<file path="config.mk">
export PLATFORM = sky130hd
export DESIGN_NAME = sint_running_min_flat
export DESIGN_NICKNAME = d
export VERILOG_FILES = /design/src/rtl/sint_running_min_pkg.sv /design/src/rtl/sint_running_min_if.sv /design/src/rtl/sint_running_min_slt.sv /design/src/rtl/sint_running_min.sv /design/src/flat_wrapper.sv
export SDC_FILE = /design/constraint.sdc
export NUM_CORES = 1
export LEC_CHECK = 0
export CAP_MARGIN = 20
export CELL_PAD_IN_SITES_DETAIL_PLACEMENT = 1
export CELL_PAD_IN_SITES_GLOBAL_PLACEMENT = 1
export CORE_MARGIN = 8
export CORE_UTILIZATION = 28
export DETAILED_ROUTE_END_ITERATION = 10
export GPL_TIMING_DRIVEN = 0
export PLACE_DENSITY = 0.62
export SYNTH_ARGS = -nofsm -noshare
export SYNTH_HDL_FRONTEND = slang
export SYNTH_SLANG_ARGS = --single-unit
export TNS_END_PERCENT = 100
</file>
<file path="constraint.sdc">
create_clock -name CLK -period 2.2 [get_ports CLK]
set_input_delay 0.33 -clock CLK [delete_from_list [all_inputs] [get_ports CLK]]
set_output_delay 0.33 -clock CLK [all_outputs]
set_load 0.02 [all_outputs]
</file>
<file path="src/rtl/sint_running_min_pkg.sv">
// rtl/sint_running_min_pkg.sv - shared types and constants for the signed running-minimum stage
package sint_running_min_pkg;

    typedef enum logic [1:0] {
        IDLE  = 2'd0,
        ACCUM = 2'd1,
        HOLD  = 2'd2
    } state_t;

    localparam int DEF_WIDTH = 7;
    localparam int DEF_CNT_W = 8;

    // Largest value the sample counter can hold before it saturates.
    function automatic int unsigned sat_max(input int unsigned cnt_w);
        return (32'd1 << cnt_w) - 32'd1;
    endfunction

endpackage

</file>
<file path="src/rtl/sint_running_min_if.sv">
// rtl/sint_running_min_if.sv - sample input stream and result output stream
interface sint_running_min_if
    import sint_running_min_pkg::*;
#(
    parameter int WIDTH = DEF_WIDTH,
    parameter int CNT_W = DEF_CNT_W
);
    logic signed [WIDTH-1:0] I;
    logic                    I_valid;
    logic                    I_last;
    logic                    I_ready;
    logic signed [WIDTH-1:0] O_min;
    logic [CNT_W-1:0]        O_idx;
    logic                    O_ovf;
    logic                    O_valid;
    logic                    O_ready;

    modport master (
        output I, I_valid, I_last, O_ready,
        input  I_ready, O_min, O_idx, O_ovf, O_valid
    );

    modport slave (
        input  I, I_valid, I_last, O_ready,
        output I_ready, O_min, O_idx, O_ovf, O_valid
    );
endinterface

</file>
<file path="src/rtl/sint_running_min_slt.sv">
// rtl/sint_running_min_slt.sv - signed less-than primitive
module coreir_slt #(
    parameter int width = 16
) (
    input  logic [width-1:0] in0,
    input  logic [width-1:0] in1,
    output logic             out
);
    // Pure comparison: no subtraction, so the extremes cannot overflow.
    assign out = $signed(in0) < $signed(in1);
endmodule

</file>
<file path="src/rtl/sint_running_min.sv">
// rtl/sint_running_min.sv - per-frame signed minimum, first index and length overflow
module sint_running_min
    import sint_running_min_pkg::*;
#(
    parameter int WIDTH = DEF_WIDTH,
    parameter int CNT_W = DEF_CNT_W
) (
    input logic               CLK,
    input logic               ASYNCRESETN,
    sint_running_min_if.slave bus
);
    localparam logic [CNT_W-1:0] CNT_MAX = CNT_W'(sat_max(CNT_W));

    state_t                  state;
    state_t                  state_nx;
    logic signed [WIDTH-1:0] min_r;
    logic [CNT_W-1:0]        idx_r;
    logic [CNT_W-1:0]        cnt_r;
    logic                    sat_r;
    logic                    ovf_r;
    logic                    lt;
    logic                    accept;

    coreir_slt #(.width(WIDTH)) u_slt (
        .in0 (bus.I),
        .in1 (min_r),
        .out (lt)
    );

    assign accept      = bus.I_valid && (state != HOLD);
    assign bus.I_ready = (state != HOLD);
    assign bus.O_valid = (state == HOLD);
    assign bus.O_min   = min_r;
    assign bus.O_idx   = idx_r;
    assign bus.O_ovf   = ovf_r;

    // State register.
    always_ff @(posedge CLK or negedge ASYNCRESETN) begin
        if (!ASYNCRESETN) begin
            state <= IDLE;
        end else begin
            state <= state_nx;
        end
    end

    // Next state: frame start, frame end on the last beat, release on result handshake.
    always_comb begin
        state_nx = state;
        case (state)
            IDLE:    if (accept) state_nx = bus.I_last ? HOLD : ACCUM;
            ACCUM:   if (accept && bus.I_last) state_nx = HOLD;
            HOLD:    if (bus.O_ready) state_nx = IDLE;
            default: state_nx = IDLE;
        endcase
    end

    // Running minimum, first index and saturating counter; sat_r marks that the
    // sample at index CNT_MAX was taken, so any further sample overflows the frame.
    always_ff @(posedge CLK or negedge ASYNCRESETN) begin
        if (!ASYNCRESETN) begin
            min_r <= '0;
            idx_r <= '0;
            cnt_r <= '0;
            sat_r <= 1'b0;
            ovf_r <= 1'b0;
        end else if (accept) begin
            if (state == IDLE) begin
                min_r <= bus.I;
                idx_r <= '0;
                cnt_r <= CNT_W'(1);
                sat_r <= 1'b0;
                ovf_r <= 1'b0;
            end else begin
                if (lt) begin
                    min_r <= bus.I;
                    idx_r <= cnt_r;
                end
                if (cnt_r == CNT_MAX) begin
                    if (sat_r) ovf_r <= 1'b1;
                    sat_r <= 1'b1;
                end else begin
                    cnt_r <= cnt_r + CNT_W'(1);
                end
            end
        end
    end
endmodule

</file>
<file path="src/flat_wrapper.sv">
// flat-port wrapper written by rule: the top's interface ports become plain ports
module sint_running_min_flat import sint_running_min_pkg::*;
#(
    parameter int WIDTH = DEF_WIDTH,
    parameter int CNT_W = DEF_CNT_W
)
  (CLK, ASYNCRESETN, bus_I, bus_I_valid, bus_I_last, bus_O_ready, bus_I_ready, bus_O_min, bus_O_idx, bus_O_ovf, bus_O_valid);
  sint_running_min_if #(.WIDTH(WIDTH), .CNT_W(CNT_W)) bus_i ();
  input logic CLK;
  input logic ASYNCRESETN;
  input wire logic [$bits(bus_i.I)-1:0] bus_I;
  input wire logic [$bits(bus_i.I_valid)-1:0] bus_I_valid;
  input wire logic [$bits(bus_i.I_last)-1:0] bus_I_last;
  input wire logic [$bits(bus_i.O_ready)-1:0] bus_O_ready;
  output wire logic [$bits(bus_i.I_ready)-1:0] bus_I_ready;
  output wire logic [$bits(bus_i.O_min)-1:0] bus_O_min;
  output wire logic [$bits(bus_i.O_idx)-1:0] bus_O_idx;
  output wire logic [$bits(bus_i.O_ovf)-1:0] bus_O_ovf;
  output wire logic [$bits(bus_i.O_valid)-1:0] bus_O_valid;
  assign bus_i.I = bus_I;
  assign bus_i.I_valid = bus_I_valid;
  assign bus_i.I_last = bus_I_last;
  assign bus_i.O_ready = bus_O_ready;
  assign bus_I_ready = bus_i.I_ready;
  assign bus_O_min = bus_i.O_min;
  assign bus_O_idx = bus_i.O_idx;
  assign bus_O_ovf = bus_i.O_ovf;
  assign bus_O_valid = bus_i.O_valid;
  sint_running_min #(.WIDTH(WIDTH), .CNT_W(CNT_W)) u_core (.CLK(CLK), .ASYNCRESETN(ASYNCRESETN), .bus(bus_i));
endmodule
</file>
==> results of run 1 <==
[power groups by stage]
stage	Clock (W)	Combinational [W]	Sequential (W)
after global routing	0.000333	0.000893	0.000744
final	0.000293	0.000812	0.000722
after floorplan	0	0.000390	0.000826
after CTS	0.000306	0.000829	0.000724
after detailed placement	0	0.000827	0.000735
after global placement	0	0.000800	0.000724
[layout make-up]
class,count,area (µm²),share of cell area (%)
Tap cell,54,67.6,3.80
Sequential cell,27,676,38.0
Clock inverter,1,7.51,0.422
Timing Repair Buffer,29,295,16.6
Buffer,4,25.0,1.41
Multi-Input combinational cell,84,603,33.9
Inverter,17,63.8,3.59
Clock buffer,3,41.3,2.32
[metrics by stage]
stage | std cells | setup WS (ps) | total power (W) | hold WS, ps
detailed placement | 215 | -224 | 0.00156 | 490
finish | 219 | 173 | 0.00183 | 426
floorplan | 132 | 269 | 0.00122 | 34.4
global route | 219 | 80.2 | 0.00197 | 455
CTS | 219 | 77.7 | 0.00186 | 414
global placement | 214 | -215 | 0.00152 | 480
[registers in the layout (all words and copies together) (netlist names)]
register,cells
u_core.bus.O_idx,8
u_core.bus.O_min,7
u_core.bus.O_ovf,1
u_core.cnt_r,8
u_core.sat_r,1
u_core.state,2
[repair_timing]
action                                  in CTS  in global routing
gates resized for setup                      0                  1
setup buffers                                0                  0
endpoints found under the setup margin       0                  2
[per-layer routing]
layer	global-route usage, %	up-vias	part of all wire, %
li1	-	508	-
met1	10.9	507	45
met2	15.8	22	49
met3	2.48	6	4.8
met4	2.39	0	1.4
met5	0	-	0
[worst max-delay path: stages]
cell	delay, ps
sky130_fd_sc_hd__clkdlybuf4s50_1	500
sky130_fd_sc_hd__ha_1	250
sky130_fd_sc_hd__and4_1	220
sky130_fd_sc_hd__a221oi_2	300
sky130_fd_sc_hd__a21oi_4	100
sky130_fd_sc_hd__buf_6	190
sky130_fd_sc_hd__mux2_4	300
[path summary, 6_finish.rpt]
| path | from | endpoint | slack, ps | cells after the start |
|---|---|---|---|---|
| worst max-delay path | bus_I[4] | u_core.bus.O_min[1]$_DFFE_PN0P_ | 170 | 7 |
| worst min-delay path | bus_I_valid | u_core.sat_r$_DFFE_PN0P_ | 430 | 3 |
| worst max register to register | u_core.bus.O_min[2]$_DFFE_PN0P_ | u_core.bus.O_min[1]$_DFFE_PN0P_ | 230 | 8 |
| worst min register to register | u_core.bus.O_ovf$_DFFE_PN0P_ | u_core.bus.O_ovf$_DFFE_PN0P_ | 510 | 2 |
| max in group asynchronous | ASYNCRESETN | u_core.cnt_r[6]$_DFFE_PN0P_ | 1200 | 2 |
| min in group asynchronous | ASYNCRESETN | u_core.cnt_r[3]$_DFFE_PN0P_ | 460 | 1 |
[placed cells by master (no fill, tap or decap)]
| master | count |
|---|---|
| sky130_fd_sc_hd__clkinvlp_4 | 1 |
| sky130_fd_sc_hd__a221oi_2 | 1 |
| sky130_fd_sc_hd__ha_1 | 7 |
| sky130_fd_sc_hd__or3_1 | 2 |
| sky130_fd_sc_hd__and4_1 | 1 |
| sky130_fd_sc_hd__dfrtp_1 | 27 |
| sky130_fd_sc_hd__xnor2_1 | 4 |
| sky130_fd_sc_hd__buf_6 | 1 |
| sky130_fd_sc_hd__o21ai_1 | 1 |
| sky130_fd_sc_hd__o311ai_1 | 1 |
| sky130_fd_sc_hd__nand2b_4 | 1 |
| sky130_fd_sc_hd__buf_2 | 2 |
| sky130_fd_sc_hd__nand3_1 | 3 |
| sky130_fd_sc_hd__nor2_1 | 10 |
| sky130_fd_sc_hd__clkdlybuf4s50_1 | 28 |
| sky130_fd_sc_hd__nor3_1 | 4 |
| sky130_fd_sc_hd__nand4_1 | 2 |
| sky130_fd_sc_hd__clkbuf_8 | 3 |
| sky130_fd_sc_hd__a21o_1 | 1 |
| sky130_fd_sc_hd__buf_8 | 1 |
| sky130_fd_sc_hd__o22ai_1 | 1 |
| sky130_fd_sc_hd__o21ai_0 | 5 |
| sky130_fd_sc_hd__mux2i_1 | 8 |
| sky130_fd_sc_hd__mux2_4 | 2 |
| sky130_fd_sc_hd__a31oi_1 | 1 |
| sky130_fd_sc_hd__clkbuf_1 | 1 |
| sky130_fd_sc_hd__inv_1 | 17 |
| sky130_fd_sc_hd__nor2b_1 | 1 |
| sky130_fd_sc_hd__a21oi_1 | 4 |
| sky130_fd_sc_hd__mux2_2 | 6 |
| sky130_fd_sc_hd__or2_2 | 1 |
| sky130_fd_sc_hd__a21oi_4 | 1 |
| sky130_fd_sc_hd__nand2_1 | 16 |
[logic make-up after synthesis]
group / after synthesis
AOI/OAI and AO/OA: 16
xor gates and xnor gates: 4
buffers and inverters: 21
adders and majority gates: 7
DFF: 27
muxes: 16
and+or+nand+nor: 41
==> run metrics, run 1 <==
outcome=complete, no violations; flops & latches, synth=27; share of power burned in combinational logic=44.4%; cells after synthesis=132; switching share of power=36.8%; largest family of logic cells by synthesized area=simple AND/OR/NAND/NOR gates; share of synthesized area spent on multiplexers=13.1%; share of the synthesized area in the top cell type=49.7%; weighted congestion at the end of routability-driven global placement=0.757; crit start category=input port; average cell area after synthesis=10.3 µm²; most numerous cell types in the synthesized netlist=sky130_fd_sc_hd__dfrtp_1, sky130_fd_sc_hd__inv_1, sky130_fd_sc_hd__nand2_1; die span in y=85.7 µm; net count after synthesis=151; biggest fanout along the worst timing path=10; kind of critical path=in2reg; number of input and output port buffers inserted=28; number of pins exceeding their max-slew limit in the final report=0; antenna violations before repair=0; die width=85.7 µm; Starting DRT DRC Count=30; share of synthesized cell area in full adder, half adder and majority cells=6.44%; CTS tree=done; cell type with the highest aggregate area in the netlist=sky130_fd_sc_hd__dfrtp_1; net count of the finished layout=185; capturing element type of the critical path=flip-flop; Main synth FF type=sky130_fd_sc_hd__dfrtp_1; Clock Power Share=16.0%; global-route usage over all layers=9.16%; DRC violations left=0; setup repair after global routing missed its margin=false; IR drop worst, VDD=343 µV; final design utilization=37.9%; Core Footprint=4690 µm²; I/O pin count=30; leakage power=0.810 nW; Yosys warning count=0; number of buffers inserted by hold repair at cts=0; headroom to the max-slew limit=54.7%; number of vias per cell=4.76; total overflow reported by the global router=0; Pwr per Cell Area=1030 nW/µm²; CTS max path bufs=2; post-detailed-route wirelength per cell=14.5 µm; row count=25; TritonCTS Sinks=27; total wire length=3180 µm; post-synthesis share of cell area spent on xor and xnor gates=2.58%; register area share after synthesis=49.7%; global-route wire length before repair=5460 µm; fraction of power consumed by sequential logic=39.5%; Max Cap Viol=0; area delta synth->final=30.8%; placed cell area=1720 µm²; Fillers=530; die footprint=7340 µm²; count of endpoints failing setup in the final report=0; internal power of the cells=0.00115 W; proportion of layout cells with a drive suffix above 1=12.1%; starting density of the core=29.0%; main area contributors after synthesis=sky130_fd_sc_hd__dfrtp_1, sky130_fd_sc_hd__ha_1, sky130_fd_sc_hd__mux2i_1; final critical path time including I/O delays and setup=2030 ps; number of nets with antenna violations after detailed routing=0; antenna diode count=0; insertion delay of the later-clocked pin in the worst-skew pair=280 ps; timing-limited maximum frequency=0.493 GHz; post-synthesis instance area=1360 µm²; pin count of the biggest net entering global routing=17; post-layout instance area=1780 µm²; H-tree depth reported by CTS=1; Cell variety after synth=29; via count of the first global-routing pass=1,134; Setup TNS Final=0 ps; Hold/Removal Path Class=in2reg; Slew @ Worst Pin=678 ps; power spent charging and discharging nets=0.000673 W; number of CTS-inserted buffers=3; Pre-Repair DR Iteration Count=4; half-perimeter wire length after detailed placement=2560 µm; final clock period utilization by the worst path=92.1%; compound-cell area share of the yosys netlist=7.54%; number of flops mapped to enable cells by yosys=0; clock-pin slew reported for the worst setup and hold paths after clock tree synthesis=100 ps; CTS root buf=sky130_fd_sc_hd__clkbuf_8; overall via count from detail_route=1,043; Post-synth ARST share=100%; count of final hold-check violations=0; clock tree skew after final layout=6.60 ps; most instantiated library cell after synthesis=sky130_fd_sc_hd__dfrtp_1; basic-gate share of the synthesized area counting and, or, nand and nor cells=14.2%; CP arrival=2200 ps; required time worst endpoint=2370 ps
No activity file was read; power rests on OpenSTA's default activity.
==> run 2, diff against run 1 <==
- SKIP_LAST_GASP: default -> 1
==> results of run 2 <==
Same layout as run 1: the final DEF is identical, and so are final timing and power.
==> run 3, diff against run 2 <==
- CAP_MARGIN: 20 -> default
==> run 3 against run 2 <==
Cell count down 0.46%. Clock skew down 1.8 ps. Hold slack worse by 370 ps. First-iteration DRC count down 20%. Largest power group unchanged. Critical endpoint unchanged. Setup slack worse by 58 ps. Via count down 1.2%. Non-clock buffer count down 1. Critical path type unchanged. Design area down 1.5%. Flip-flop and latch count unchanged. Count of clock-buffer cells in the layout unchanged.
==> run metrics, run 3 (synthesized netlist as in run 1, its figures left out) <==
outcome=complete, no violations; number of buffers inserted by hold repair at cts=0; critical path buffer and inverter count=2; required time worst endpoint=2370 ps; slowest CP cell=sky130_fd_sc_hd__clkdlybuf4s50_1; Overall Power=0.00181 W; leakage power=0.801 nW; proportion of layout cells with a drive suffix above 1=12.2%; final critical path time including I/O delays and setup=2090 ps; post-detailed-route wirelength per cell=14.2 µm; Slew @ Worst Pin=618 ps; die span in y=85.7 µm; CTS resizes=0; Pwr per Cell Area=1030 nW/µm²; clock-pin slew reported for the worst setup and hold paths after clock tree synthesis=100 ps; area delta synth->final=28.8%; Hold/Removal Path Class=in2async; global-route usage over all layers=8.72%; starting density of the core=29.0%; Starting DRT DRC Count=24; count of final hold-check violations=0; TritonCTS Sinks=27; CP arrival=2250 ps; global-route wire length before repair=5240 µm; FF-to-FF setup slack=180 ps; kind of critical path=in2reg; CTS tree=done; Core Footprint=4690 µm²; commonest cells after routing, fill and taps aside=sky130_fd_sc_hd__clkdlybuf4s50_1, sky130_fd_sc_hd__dfrtp_1, sky130_fd_sc_hd__inv_1, sky130_fd_sc_hd__nand2_1, sky130_fd_sc_hd__nor2_1; number of nets with antenna violations after detailed routing=0; pin count of the biggest net entering global routing=28; Pre-Repair DR Iteration Count=3; setup repair after global routing missed its margin=false; final clock period utilization by the worst path=94.8%; number of pins exceeding their max-slew limit in the final report=0; total overflow reported by the global router=0; Fillers=528; total wire length=3090 µm; number of vias per cell=4.72; CTS max path bufs=2; antenna violations before repair=0; worst reg2reg path startpoint=u_core.bus.O_min[2]$_DFFE_PN0P_; Max Cap Viol=0; biggest fanout along the worst timing path=10; weighted congestion at the end of routability-driven global placement=0.757; row count=25; capture point of the critical path=u_core.bus.O_min[1]$_DFFE_PN0P_; timing-limited maximum frequency=0.480 GHz; number of CTS-inserted buffers=3; final design utilization=37.3%; headroom to the max-slew limit=58.8%; die width=85.7 µm; half-perimeter wire length after detailed placement=2430 µm; count of endpoints failing setup in the final report=0; via count of the first global-routing pass=1,108; Critical Path Max Stage Delay=420 ps; series of cell instances along the critical path=clkdlybuf4s50_1 > ha_1 > nand2_1 > o21ai_1 > a221oi_2 > a21oi_2 > buf_6 > mux2_4; number of cells traversed by the worst register-to-register path=8; I/O pin count=30; crit-path leading delay family=buffers and inverters; overall via count from detail_route=1,030; area taken by flip-flops and latches=676 µm²; capturing element type of the critical path=flip-flop; antenna diode count=0; IR drop worst, VDD=339 µV; die footprint=7340 µm²; H-tree depth reported by CTS=1; critical path depth in cells=8; insertion delay of the later-clocked pin in the worst-skew pair=270 ps; Multi-input gate area=596 µm²; number of input and output port buffers inserted=28; DRC violations left=0; crit start category=input port; origin of the worst setup path=bus_I[2]; endpoint of the worst-slack reg-to-reg timing path=u_core.bus.O_min[1]$_DFFE_PN0P_; net count of the finished layout=184; CTS root buf=sky130_fd_sc_hd__clkbuf_8; setup bufs post-CTS=0; clock tree skew after final layout=4.77 ps
## run 3: cell types whose count changed in the layout (fill, tap and decap cells not counted)
cell                              change
sky130_fd_sc_hd__a21oi_2              +1
sky130_fd_sc_hd__clkdlybuf4s50_1      -1
sky130_fd_sc_hd__buf_8                -1
sky130_fd_sc_hd__a21oi_4              -1
sky130_fd_sc_hd__buf_2                +1
## run 3: routing by layer
layer	GRT usage [%]	wire [µm]	share of wire [%]	vias to the layer above
met1	9.81	1340	43	503
met4	1.91	25	0.81	0
li1	-	-	-	503
met2	15.7	1530	50	20
met5	0	0	0	-
met3	2.67	191	6.2	4
## run 3: layout make-up
| class | instances | share of cell area (%) |
|---|---|---|
| clock inverters | 1 | 0.429 |
| multi-input cells | 84 | 34.0 |
| repair buffers | 28 | 15.7 |
| clock buffers | 3 | 2.36 |
| flip-flops and latches | 27 | 38.6 |
| well taps | 54 | 3.86 |
| inverters | 17 | 3.64 |
| plain buffers | 4 | 1.43 |
## run 3: report_power, final
group	internal [W]	switching, W	total [W]
registers	0.000619	0.000100	0.000719
logic	0.000400	0.000396	0.000796
clock network	0.000129	0.000163	0.000292
## run 3: worst min path at each step
stage | end | slack, ps | cells past startpoint
finish | u_core.bus.O_min[4]$_DFFE_PN0P_ | 60 | 1
global route | u_core.bus.O_min[2]$_DFFE_PN0P_ | 100 | 1
CTS | u_core.sat_r$_DFFE_PN0P_ | 410 | 3
detailed placement | u_core.bus.O_ovf$_DFFE_PN0P_ | 500 | 2
global placement | u_core.sat_r$_DFFE_PN0P_ | 480 | 2
floorplan | u_core.bus.O_idx[0]$_DFFE_PN0P_ | 30 | 0
## run 3: through the flow
stage / hold slack [ps] / area [µm²] / std cells / setup TNS (ps) / worst slack, ps
4_1_cts: 414 / 1760 / 218 / 0 / 83.2
6_report: 58.6 / 1750 / 218 / 0 / 115
5_1_grt: 103 / 1750 / 218 / 0 / 13.9
2_1_floorplan: 34.4 / 1360 / 132 / 0 / 269
3_3_place_gp: 480 / 1710 / 214 / -1080 / -215
3_5_place_dp: 499 / 1710 / 214 / -1070 / -214
